[src/rtl/prn_stim_pkg.sv]
// Shared types and constants for the PRN stimulus / reaction timer.
// PRN_STIM_TIMEOUT_EN enables the STIM timeout result.
package prn_stim_pkg;

   localparam int CODE_W = 3;
   localparam int STIM_W = 8;
   localparam int CNT_W  = 24;

   typedef enum logic [2:0] {
      S_IDLE,
      S_ARMED,
      S_STIM,
      S_REPORT,
      S_HOLDOFF
   } state_e;

   localparam logic [1:0] RES_HIT     = 2'b00;
   localparam logic [1:0] RES_WRONG   = 2'b01;
   localparam logic [1:0] RES_TIMEOUT = 2'b10;

   function automatic logic [STIM_W-1:0] onehot(input logic [CODE_W-1:0] c);
      logic [STIM_W-1:0] v;
      v    = '0;
      v[c] = 1'b1;
      return v;
   endfunction

endpackage

[src/rtl/prn_stim_timer_sync2.sv]
// Two-flop synchronizer, 1 bit, asynchronous active-high reset.
module sync2 (
   input  logic clk,
   input  logic rst,
   input  logic d,
   output logic q
);

   logic ff1_q, ff1_d;
   logic ff2_q, ff2_d;

   always_comb begin
      ff1_d = d;
      ff2_d = ff1_q;
   end

   always_ff @(posedge clk or posedge rst) begin
      if (rst) begin
         ff1_q <= 1'b0;
         ff2_q <= 1'b0;
      end else begin
         ff1_q <= ff1_d;
         ff2_q <= ff2_d;
      end
   end

   assign q = ff2_q;

endmodule

[src/rtl/prn_stim_timer.sv]
// Reaction timer: presents a one-hot stimulus from the PRN code and times the response.
// Define PRN_STIM_TIMEOUT_EN to enable the timeout result in STIM.
module prn_stim_timer
   import prn_stim_pkg::*;
#(
   parameter logic [23:0] TIMEOUT_CYCLES = 24'd5_000_000,
   parameter logic [15:0] HOLDOFF_CYCLES = 16'd1000
) (
   input  logic        clk,
   input  logic        rst,
   input  logic [2:0]  prn,
   input  logic        en,
   input  logic [7:0]  resp,
   output logic [7:0]  stim,
   output logic        busy,
   output logic        res_valid,
   output logic [1:0]  res_code,
   output logic [23:0] res_cycles
);

   localparam logic [CNT_W-1:0] CNT_MAX = '1;

   logic [CODE_W-1:0] prn_s;
   logic [CODE_W-1:0] prn_prev_q, prn_prev_d;
   logic [CODE_W-1:0] last_prn_q, last_prn_d;
   logic [STIM_W-1:0] stim_q, stim_d;
   logic [CNT_W-1:0]  cnt_q, cnt_d;
   logic [1:0]        res_code_q, res_code_d;
   logic [CNT_W-1:0]  res_cycles_q, res_cycles_d;
   state_e            state_q, state_d;

   logic              accept;
   logic              resp_any;
   logic              hold_done;
   logic [CNT_W-1:0]  cnt_inc;
   logic [CNT_W:0]    elapsed;

   sync2 u_sync0 (.clk(clk), .rst(rst), .d(prn[0]), .q(prn_s[0]));
   sync2 u_sync1 (.clk(clk), .rst(rst), .d(prn[1]), .q(prn_s[1]));
   sync2 u_sync2 (.clk(clk), .rst(rst), .d(prn[2]), .q(prn_s[2]));

   // A code counts only once it has been stable for two synchronized cycles.
   assign accept    = (prn_s == prn_prev_q) && (prn_s != last_prn_q);
   assign resp_any  = |resp;
   assign cnt_inc   = (cnt_q == CNT_MAX) ? cnt_q : cnt_q + 1'b1;
   assign elapsed   = {1'b0, cnt_q} + 25'd1;
   assign hold_done = elapsed >= {9'd0, HOLDOFF_CYCLES};

   always_ff @(posedge clk or posedge rst) begin
      if (rst) begin
         state_q      <= S_IDLE;
         prn_prev_q   <= '0;
         last_prn_q   <= '0;
         stim_q       <= '0;
         cnt_q        <= '0;
         res_code_q   <= RES_HIT;
         res_cycles_q <= '0;
      end else begin
         state_q      <= state_d;
         prn_prev_q   <= prn_prev_d;
         last_prn_q   <= last_prn_d;
         stim_q       <= stim_d;
         cnt_q        <= cnt_d;
         res_code_q   <= res_code_d;
         res_cycles_q <= res_cycles_d;
      end
   end

   always_comb begin
      state_d      = state_q;
      prn_prev_d   = prn_s;
      last_prn_d   = last_prn_q;
      stim_d       = stim_q;
      cnt_d        = cnt_q;
      res_code_d   = res_code_q;
      res_cycles_d = res_cycles_q;
      if (!en) begin
         state_d = S_IDLE;
         stim_d  = '0;
         cnt_d   = '0;
      end else begin
         unique case (state_q)
            S_IDLE: begin
               state_d = S_ARMED;
            end
            S_ARMED: begin
               if (accept) begin
                  state_d    = S_STIM;
                  last_prn_d = prn_s;
                  stim_d     = onehot(prn_s);
                  cnt_d      = '0;
               end
            end
            S_STIM: begin
               if (resp_any) begin
                  state_d      = S_REPORT;
                  stim_d       = '0;
                  res_code_d   = (resp == stim_q) ? RES_HIT : RES_WRONG;
                  res_cycles_d = cnt_q;
               end
`ifdef PRN_STIM_TIMEOUT_EN
               else if (cnt_q == TIMEOUT_CYCLES) begin
                  state_d      = S_REPORT;
                  stim_d       = '0;
                  res_code_d   = RES_TIMEOUT;
                  res_cycles_d = TIMEOUT_CYCLES;
               end
`endif
               else begin
                  cnt_d = cnt_inc;
               end
            end
            S_REPORT: begin
               state_d = S_HOLDOFF;
               cnt_d   = '0;
            end
            S_HOLDOFF: begin
               if (hold_done && !resp_any) begin
                  state_d = S_ARMED;
                  cnt_d   = '0;
               end else begin
                  cnt_d = cnt_inc;
               end
            end
            default: begin
               state_d = S_IDLE;
            end
         endcase
      end
   end

   always_comb begin
      busy      = (state_q == S_STIM) || (state_q == S_REPORT) ||
                  (state_q == S_HOLDOFF);
      res_valid = (state_q == S_REPORT);
   end

   assign stim       = stim_q;
   assign res_code   = res_code_q;
   assign res_cycles = res_cycles_q;

endmodule

[config.mk]
export PLATFORM = sky130hd
export DESIGN_NAME = prn_stim_timer
export DESIGN_NICKNAME = d
export VERILOG_FILES = /design/src/rtl/prn_stim_pkg.sv /design/src/rtl/prn_stim_timer_sync2.sv /design/src/rtl/prn_stim_timer.sv
export SDC_FILE = /design/constraint.sdc
export NUM_CORES = 1
export LEC_CHECK = 0
export ABC_AREA = 1
export BUFFER_PORTS_ARGS = -buffer_cell sky130_fd_sc_hd__buf_2
export CELL_PAD_IN_SITES_DETAIL_PLACEMENT = 0
export CELL_PAD_IN_SITES_GLOBAL_PLACEMENT = 1
export CORE_ASPECT_RATIO = 0.8
export CORE_MARGIN = 3
export CORE_UTILIZATION = 46
export DETAILED_ROUTE_END_ITERATION = 8
export GPL_TIMING_DRIVEN = 0
export PLACE_DENSITY_LB_ADDON = 0.25
export SKIP_CTS_REPAIR_TIMING = 1
export SLEW_MARGIN = 30
export SYNTH_ARGS = -nofsm -noshare
export SYNTH_HDL_FRONTEND = slang
export SYNTH_SLANG_ARGS = --single-unit
[constraint.sdc]
create_clock -name clk -period 3.57 [get_ports clk]
set_input_delay 0.1785 -clock clk [delete_from_list [all_inputs] [get_ports clk]]
set_output_delay 0.1785 -clock clk [all_outputs]
set_load 0.005 [all_outputs]
== Yosys cells after proc, flatten, opt, wreduce, memory -nomap -nowiden ==
Index checks and enable logic that the tools add are counted.
W data, S select, Z words.
Operators by class
  add/sub/neg operators: 2
  magnitude comparators: 3
  equality and inequality tests: 14
  mux-type cells: 18
  reductions and logical operators: 13
Operators with widths (number)
  $mux W24: 5
  $pmux W24 S4: 1
  $add A24 B1 Y25 const B: 1
  $ge A25 B10 Y1 const B: 1
  $add A24 B1 Y24 const B: 1
  $eq A24 B24 Y1 const B: 1
  $mux W8: 3
  $pmux W8 S2: 1
  $pmux W3 S5: 1
  $reduce_and A3 Y1: 5
  $mux W3: 4
  $ne A3 B3 Y1 const B: 4
  $eq A8 B8 Y1: 1
  $reduce_or A8 Y1: 1
  $eq A3 B2 Y1 const B: 2
  $ne A5 B1 Y1 const B: 1
  $lt A3 B4 Y1 const B: 1
  $demux W1 S3: 1
  $eq A3 B1 Y1 const B: 1
  $eq A3 B3 Y1: 1
  $eq A3 B3 Y1 const B: 1
  $ge A3 B1 Y1 const B: 1
  $logic_and A1 B1 Y1: 3
  $logic_not A3 Y1: 1
  5 further kinds: 7
Word-level totals
  bits in registers: 73
  input bits: 14
  output and inout port bits: 36
  logic and storage cells: 63

== Longest topological paths before layout ==
Gate-level depths: netlist (run 1).
  depth after elaboration: 7
  mapped depth: 18
  depth with buffers taken out: 17

== Modules after synthesis ==
From an unflattened synthesis (run 1), not the netlist that was laid out.
Unflattened totals
  cells, all modules: 539
  area total of the unflattened synthesis: 3946.3 um^2
Modules (own cells, without submodules)
  prn_stim_timer: times used 1, cells an instance 530, area each 3784.9 um^2
  sync2: times used 3, cells an instance 3, area each 53.8 um^2

== Worst setup path before layout (run 1) ==
No wires, ideal clock.
  path kind: flip-flop to flip-flop
  from: register cnt_q[1]
  to: register cnt_q[2]
  setup time: 66 ps
  arrival: 2040 ps
  slack: 1464 ps
  cell stages (with the launch flop): 17
  buffers on the path: 1
  cells stage by stage: dfrtp_1 -> ha_1 -> nand2_2 -> nor2_4 -> nand3_4 -> nor2_4 -> nand2_2 -> xor2_1 -> nand2_1 -> nor2_1 -> nand2_1 -> nand2_1 -> nand3_2 -> nand2_4 -> buf_12 -> nand2_2 -> nand2_1
On the way
  cells in the longest elaborated chain, start to end: 6
  elaborated cells between the ends (all ways): 10
  those cells by class: 2 x add/sub; 1 x order compare; 1 x eq/ne; 5 x mux; 1 x reduce/logical
RTL lines
  from (decl): line prn_stim_timer.sv:27  | logic [CNT_W-1:0] cnt_q, cnt_d;
  from (signal assigned): line prn_stim_timer.sv:63  | cnt_q <= cnt_d;
  $add A24 B1 Y25: line prn_stim_timer.sv:46  | assign elapsed = {1'b0, cnt_q} + 25'd1;
  $ge A25 B10 Y1: line prn_stim_timer.sv:47  | assign hold_done = elapsed >= {9'd0, HOLDOFF_CYCLES};
  $logic_and A1 B1 Y1: line prn_stim_timer.sv:118  | if (hold_done && !resp_any) begin
  $mux W24: line prn_stim_timer.sv:118
  $pmux W24 S4 (*): line prn_stim_timer.sv:82  | unique case (state_q)
  $mux W24 (*): line prn_stim_timer.sv:77  | if (!en) begin
Mark *: on every way between the ends. The rest lies on a longest branch, timed or not. The select of a mux whose other input is x is not followed.
A chain may end at the register's enable or synchronous reset.

== Worst setup path after layout (run 1) ==
  from: register cnt_q[1]
  to: register cnt_q[14]
Same word-level chain as after synthesis.

==> impl_metrics.toml, run 1 <==
[run_status]
status = "completed"

[hold_path]
min_from = "en"
hold_end = "state_q[2]$_DFFE_PP0P_"
holdPathStages = 3
worstHoldPathType = "in2reg"

[synthesis]
synth_seq_cells = 72
synth_top_area_cell = "dfrtp_1"
synth_edf_count = 0
synth_area_per_cell_sq_um = 7.46
synth_nets = 546
yosysMostFrequentCell = "nand2_1"
synth_warnings = 0
ys_seq_area_share_pct = 45.5
synth_flop_cell = "dfrtp_1"
async_flop_share_pct = 100
ys_top_cells_by_count = "nand2_1, dfrtp_1, inv_1, nor2_1, nand3_1"
synth_cells = 531
synthesis.area_sq_um = 3960
synth.distinct_cells = 34
yosys-top-cells-area = "dfrtp_1, nand2_1, inv_1"
synth_top_area_share_pct = 45.5

[critical_path]
r2r-end = "cnt_q[14]$_DFFE_PP0P_"
critPathKind = "reg2reg"
arrival_ns = 3.32
cp.required_ns = 3.86
reg2regPathDepth = 10
crit_start = "cnt_q[1]$_DFFE_PP0P_"
crit_fanout = 10
crit_path_end_kind = "flop"
start_kind = "flop"
r2r_start = "cnt_q[1]$_DFFE_PP0P_"
r2r_slack_ns = 0.54

[floorplan]
initial_core_util_pct = 48.5
die_area_sq_um = 9760
die_width_um = 110
die-height_um = 89.0
ios = 50
fp-row-count = 29
core_sq_um = 8160

[final_layout]
fillCellCount = 783
area_growth_pct = 16.8
drive_gt1_share_pct = 18.7
regArea_sq_um = 1800
multiInputGateArea_sq_um = 1880
nets = 610
final_area_sq_um = 4620
diodes = 0

[power_and_ir_drop]
net-switching-power_mw = 0.761
comb_power_share_pct = 24.2
swShare_pct = 32.4
vdd_drop_max_mv = 0.256
seqPwrFrac_pct = 44.8
p_total_mw = 2.35
pwr_density_cell_nw_per_um2 = 508
p_int_mw = 1.59
p_leak_nw = 2.46
pwr-share-clk_pct = 31.0

[timing]
setup_viol = 0
maxSlewViolCount = 0
fin_ws_ns = 0.538
period_minus_slack_ns = 3.03
whs_ns = 0.118
tns_ns = 0
slew_headroom_pct = 56.3
timing.final.crit_share_pct = 84.9
hold_viol = 0
skew_ns = 0.00936
max_freq_ghz = 0.330
rsz0062_at_grt = "false"
tightest_slew_ns = 0.654

[drt]
drc_errors = 0
wire_per_inst_um = 14.0
drt-total-wl_um = 9940
viasPerCell = 4.95
drt-initial-drc-count = 176
drtAntennaViolNets = 0
firstDrtPassIters = 5
vias = 3508

[cts]
cts.sinks = 72
cts_tree = "built"
htree_levels = 3
clkLatencyLatePin_ns = 0.36
numCtsBuffers = 9
clockBufferDepth = 2
root_buffer = "clkbuf_8"
path_clk_slew_ns = 0.08

[global_routing]
antenna_found_initial = 0
grtUsageTotal_pct = 22.5
grt_overflow = 0
grt_pass1_vias = 3336
grt_pass1_wl_um = 16600
grt_max_degree = 46

[flow_run]
cap_violations = 0

[placed_design]
gp_congestion = 0.927
dp_hpwl_um = 7520
place_area_sq_um = 4360
pre_cts_slack_ns = 0.730
io_buffer_count = 48
==> cells in the final DEF, fill, tap and decap left out, types with 9 or more instances in the layout <==
cell / netlist / routed
buf_2: 2 / 50
nor2_1: 45 / 45
nand2_2: 24 / 24
inv_1: 49 / 48
xor2_1: 14 / 14
clkbuf_8: 0 / 9
nand2_1: 200 / 200
o21ai_0: 33 / 33
nand3_1: 35 / 35
dfrtp_1: 72 / 72
==> power by group through the flow <==
stage                     sequential (mW)  combinational (mW)  clock [mW]
final                                1.05               0.570       0.729
after global routing                 1.08               0.668       0.771
after CTS                            1.05               0.579       0.744
after detailed placement             1.07               0.574           0
after global placement               1.06               0.558           0
after floorplan                      1.08               0.323           0
==> cells by family after synthesis <==
kind of cell               after synthesis  synth area share (%)
AOI/OAI and AO/OA                       44                  6.01
xor gates and xnor gates                15                  3.51
adders and majority gates                1                 0.316
buffers and inverters                   63                  6.95
DFF                                     72                  45.5
muxes                                    1                 0.253
other                                    1                0.0947
and+or+nand+nor                        334                  37.4
==> critical path, stage by stage (launching register included) <==
cell and delay, ns:
dfrtp_1 0.46, ha_1 0.26, nand2_2 0.10, nor2_4 0.22
nand2_1 0.11, nor4_1 0.43, nand4_1 0.65, clkbuf_1 0.46
nand2_1 0.16, nand2_2 0.06, nand2_1 0.05
==> cell type report <==
type / instances / area share, %
sequential: 72 / 39.0
timing repair buffer: 53 / 6.66
clock inverter: 6 / 2.00
tap: 108 / 2.92
clock buffer: 10 / 2.76
buffer: 11 / 1.73
multi-input combinational: 396 / 40.7
inverter: 52 / 4.27
==> registers in the layout, indices dropped and copies added (netlist names) <==
register / count
u_sync2.q: 1
prn_prev_q: 3
u_sync0.q: 1
last_prn_q: 3
u_sync0.ff1_q: 1
cnt_q: 24
state_q: 3
res_code: 1
stim: 8
u_sync2.ff1_q: 1
res_cycles: 24
u_sync1.ff1_q: 1
u_sync1.q: 1
==> routing by layer <==
| metal | vias up | share of wire [%] | global-route usage [%] |
|---|---|---|---|
| met3 | 13 | 5.0 | 4.33 |
| met1 | 1622 | 54 | 34.8 |
| li1 | 1790 | - | - |
| met4 | 0 | 1.1 | 7.47 |
| met2 | 83 | 40 | 31.4 |
| met5 | - | 0 | 0 |
==> stage by stage <==
| stage | cells | util, % |
|---|---|---|
| 3_5_place_dp | 688 | 53.5 |
| 4_1_cts | 704 | 56.2 |
| 3_3_place_gp | 687 | 53.1 |
| 2_1_floorplan | 531 | - |
| 6_report | 708 | 56.6 |
| 5_1_grt | 708 | 56.6 |
==> worst max path at each step <==
stage                                           end  slack [ns]
final                         cnt_q[14]$_DFFE_PP0P_        0.54
after global placement    res_cycles[9]$_DFFE_PP0P_        0.68
after detailed placement      cnt_q[14]$_DFFE_PP0P_        0.73
after global routing          cnt_q[18]$_DFFE_PP0P_        0.42
after floorplan                cnt_q[2]$_DFFE_PP0P_        1.46
after CTS                     cnt_q[14]$_DFFE_PP0P_        0.70
No activity file was read; power rests on OpenSTA's default activity.
==> run 2: changes to the inputs <==
Settings changed: CORE_UTILIZATION 46 to 38.
Clock period 3.57 ns to 2.7 ns, I/O delays scaled along.
==> run 2 against run 1 <==
Compared with the run above: sequential power grew 33%; setup slack got worse by 0.43 ns; largest power group unchanged; hold slack is essentially flat; sequential cell count unchanged; power grew 42%; first-iteration DRC count up 51%; sequential share of layout area down 1.2 points; clock-buffer cell count up 1; die area grew 20%; final cell count rose by 4.5%; clock power is 62% higher; largest cell class unchanged; global-route usage shrank 3.3 points.
==> impl_metrics.toml, run 2 (synthesis gave the netlist of run 1 again) <==
[critical_path]
crit_family = "simple AND/OR/NAND/NOR gates"
crit_fanout = 10
critPathKind = "reg2reg"
crit_buf_inv = 3
crit_path_max_incr_delay_ns = 0.45
worst_path_max_delay_cell = "nor4_1"
reg2regPathDepth = 12
r2r_start = "cnt_q[1]$_DFFE_PP0P_"
arrival_ns = 2.87
start_kind = "flop"
crit_path_end_kind = "flop"
path_cells = "ha_2, nand2_2, nor2_4, buf_4, nand2_1, nor4_1, nand4_1, buf_4, clkbuf_1, nand2_1, nand2_2, nand2_1"
r2r-end = "cnt_q[10]$_DFFE_PP0P_"
r2r_slack_ns = 0.10
cp.required_ns = 2.97
crit_top_cell = "nand2_1"

[power_and_ir_drop]
pwr_density_cell_nw_per_um2 = 699
p_leak_nw = 2.52
vdd_drop_max_mv = 0.326

[drt]
drt-total-wl_um = 10500
firstDrtPassIters = 4
viasPerCell = 4.86
drt-initial-drc-count = 265
drtAntennaViolNets = 0
drc_errors = 0
vias = 3594
wire_per_inst_um = 14.2

[cts]
numCtsBuffers = 9
cts_tree = "built"
clkLatencyLatePin_ns = 0.33
clockBufferDepth = 2
htree_levels = 3
root_buffer = "clkbuf_16"
cts.sinks = 72
path_clk_slew_ns = 0.05

[hold_path]
holdPathStages = 3
worstHoldPathType = "in2reg"
hold_end = "state_q[2]$_DFFE_PP0P_"
min_from = "en"

[placed_design]
io_buffer_count = 48
dp_hpwl_um = 7980
pre_cts_slack_ns = -0.211
gp_congestion = 0.949

[final_layout]
nets = 615
diodes = 0
final_common_cell = "nand2_1"
mostFrequentLayoutCells = "nand2_1, dfrtp_1, buf_2, inv_1, nor2_1"
area_growth_pct = 20.6
final_core_util_pct = 48.3
drive_gt1_share_pct = 20.2

[global_routing]
grt_overflow = 0
grt_pass1_wl_um = 17700
antenna_found_initial = 0
grt_pass1_vias = 3412
grtUsageTotal_pct = 19.2
grt_max_degree = 40

[floorplan]
core_sq_um = 9890
fp-row-count = 32
initial_core_util_pct = 40.0
die_width_um = 120
ios = 50
die-height_um = 97.3
die_area_sq_um = 11700

[timing]
hold_viol = 0
timing.final.crit_share_pct = 96.2
rsz0062_at_grt = "false"
tightest_slew_ns = 0.617
skew_ns = 0.00383
period_minus_slack_ns = 2.60
tns_ns = 0
slew_headroom_pct = 58.9
maxSlewViolCount = 0
max_freq_ghz = 0.385
fin_ws_ns = 0.104
setup_viol = 0

[run_status]
status = "completed"

[flow_run]
cap_violations = 0
## run 2: cell count changes in the layout (fill, tap and decap cells not counted), moves of 2 or more
cell | before | now
clkbuf_16 | 0 | 9
nor2_2 | 3 | 5
nor2_1 | 45 | 43
buf_4 | 1 | 6
clkbuf_8 | 9 | 1
clkinv_2 | 0 | 3
clkinvlp_4 | 2 | 0
## run 2: per-layer routing
layer  routed length (um)  track usage (%)  up-vias
met3                  507             4.07       14
li1                     -                -     1805
met1                 5640             30.6     1695
met5                    0                0        -
met4                  148             5.02        0
met2                 4240             25.8       80
## run 2: metrics by stage
step | hold slack (ns) | instance area, sq um | power [mW] | std cells
6_report | 0.118 | 4770 | 3.34 | 740
5_1_grt | 0.138 | 4770 | 3.56 | 740
4_1_cts | -0.175 | 4680 | 3.38 | 731
3_5_place_dp | 0.179 | 4390 | 2.19 | 716
3_3_place_gp | 0.244 | 4370 | 2.16 | 715
2_1_floorplan | 0.166 | 3960 | 1.85 | 531
## run 2: worst max-delay path by stage
stage | start | to | depth (start not counted)
after detailed placement | cnt_q[1]$_DFFE_PP0P_ | cnt_q[17]$_DFFE_PP0P_ | 10
after global placement | rst | cnt_q[10]$_DFFE_PP0P_ | 2
after CTS | cnt_q[1]$_DFFE_PP0P_ | cnt_q[10]$_DFFE_PP0P_ | 10
after floorplan | cnt_q[1]$_DFFE_PP0P_ | cnt_q[2]$_DFFE_PP0P_ | 16
after global routing | cnt_q[2]$_DFFE_PP0P_ | cnt_q[9]$_DFFE_PP0P_ | 17
final | cnt_q[1]$_DFFE_PP0P_ | cnt_q[10]$_DFFE_PP0P_ | 12
## run 2: power breakdown
part / total [mW] / internal, mW / switching (mW)
combinational: 0.765 / 0.301 / 0.464
clock: 1.18 / 0.730 / 0.445
sequential: 1.40 / 1.28 / 0.118
total: 3.34 / 2.31 / 1.03
## run 2: worst reg2reg max path: cells and delay by family, from the launching register on
| kind | cells | cell delay, ns |
|---|---|---|
| and+or+nand+nor | 8 | 1.24 |
| buffers and inverters | 3 | 0.64 |
| DFF | 1 | 0.42 |
| adders and majority gates | 1 | 0.24 |
## run 2: layout make-up
cell class                      count  area, sq um
Fill cell                         997         5110
Tap cell                          136          170
Sequential cell                    72         1800
Buffer                             11         81.3
Clock buffer                       11          243
Timing Repair Buffer               58          338
Multi-Input combinational cell    396         1900
Clock inverter                      4         45.0
Inverter                           52          198
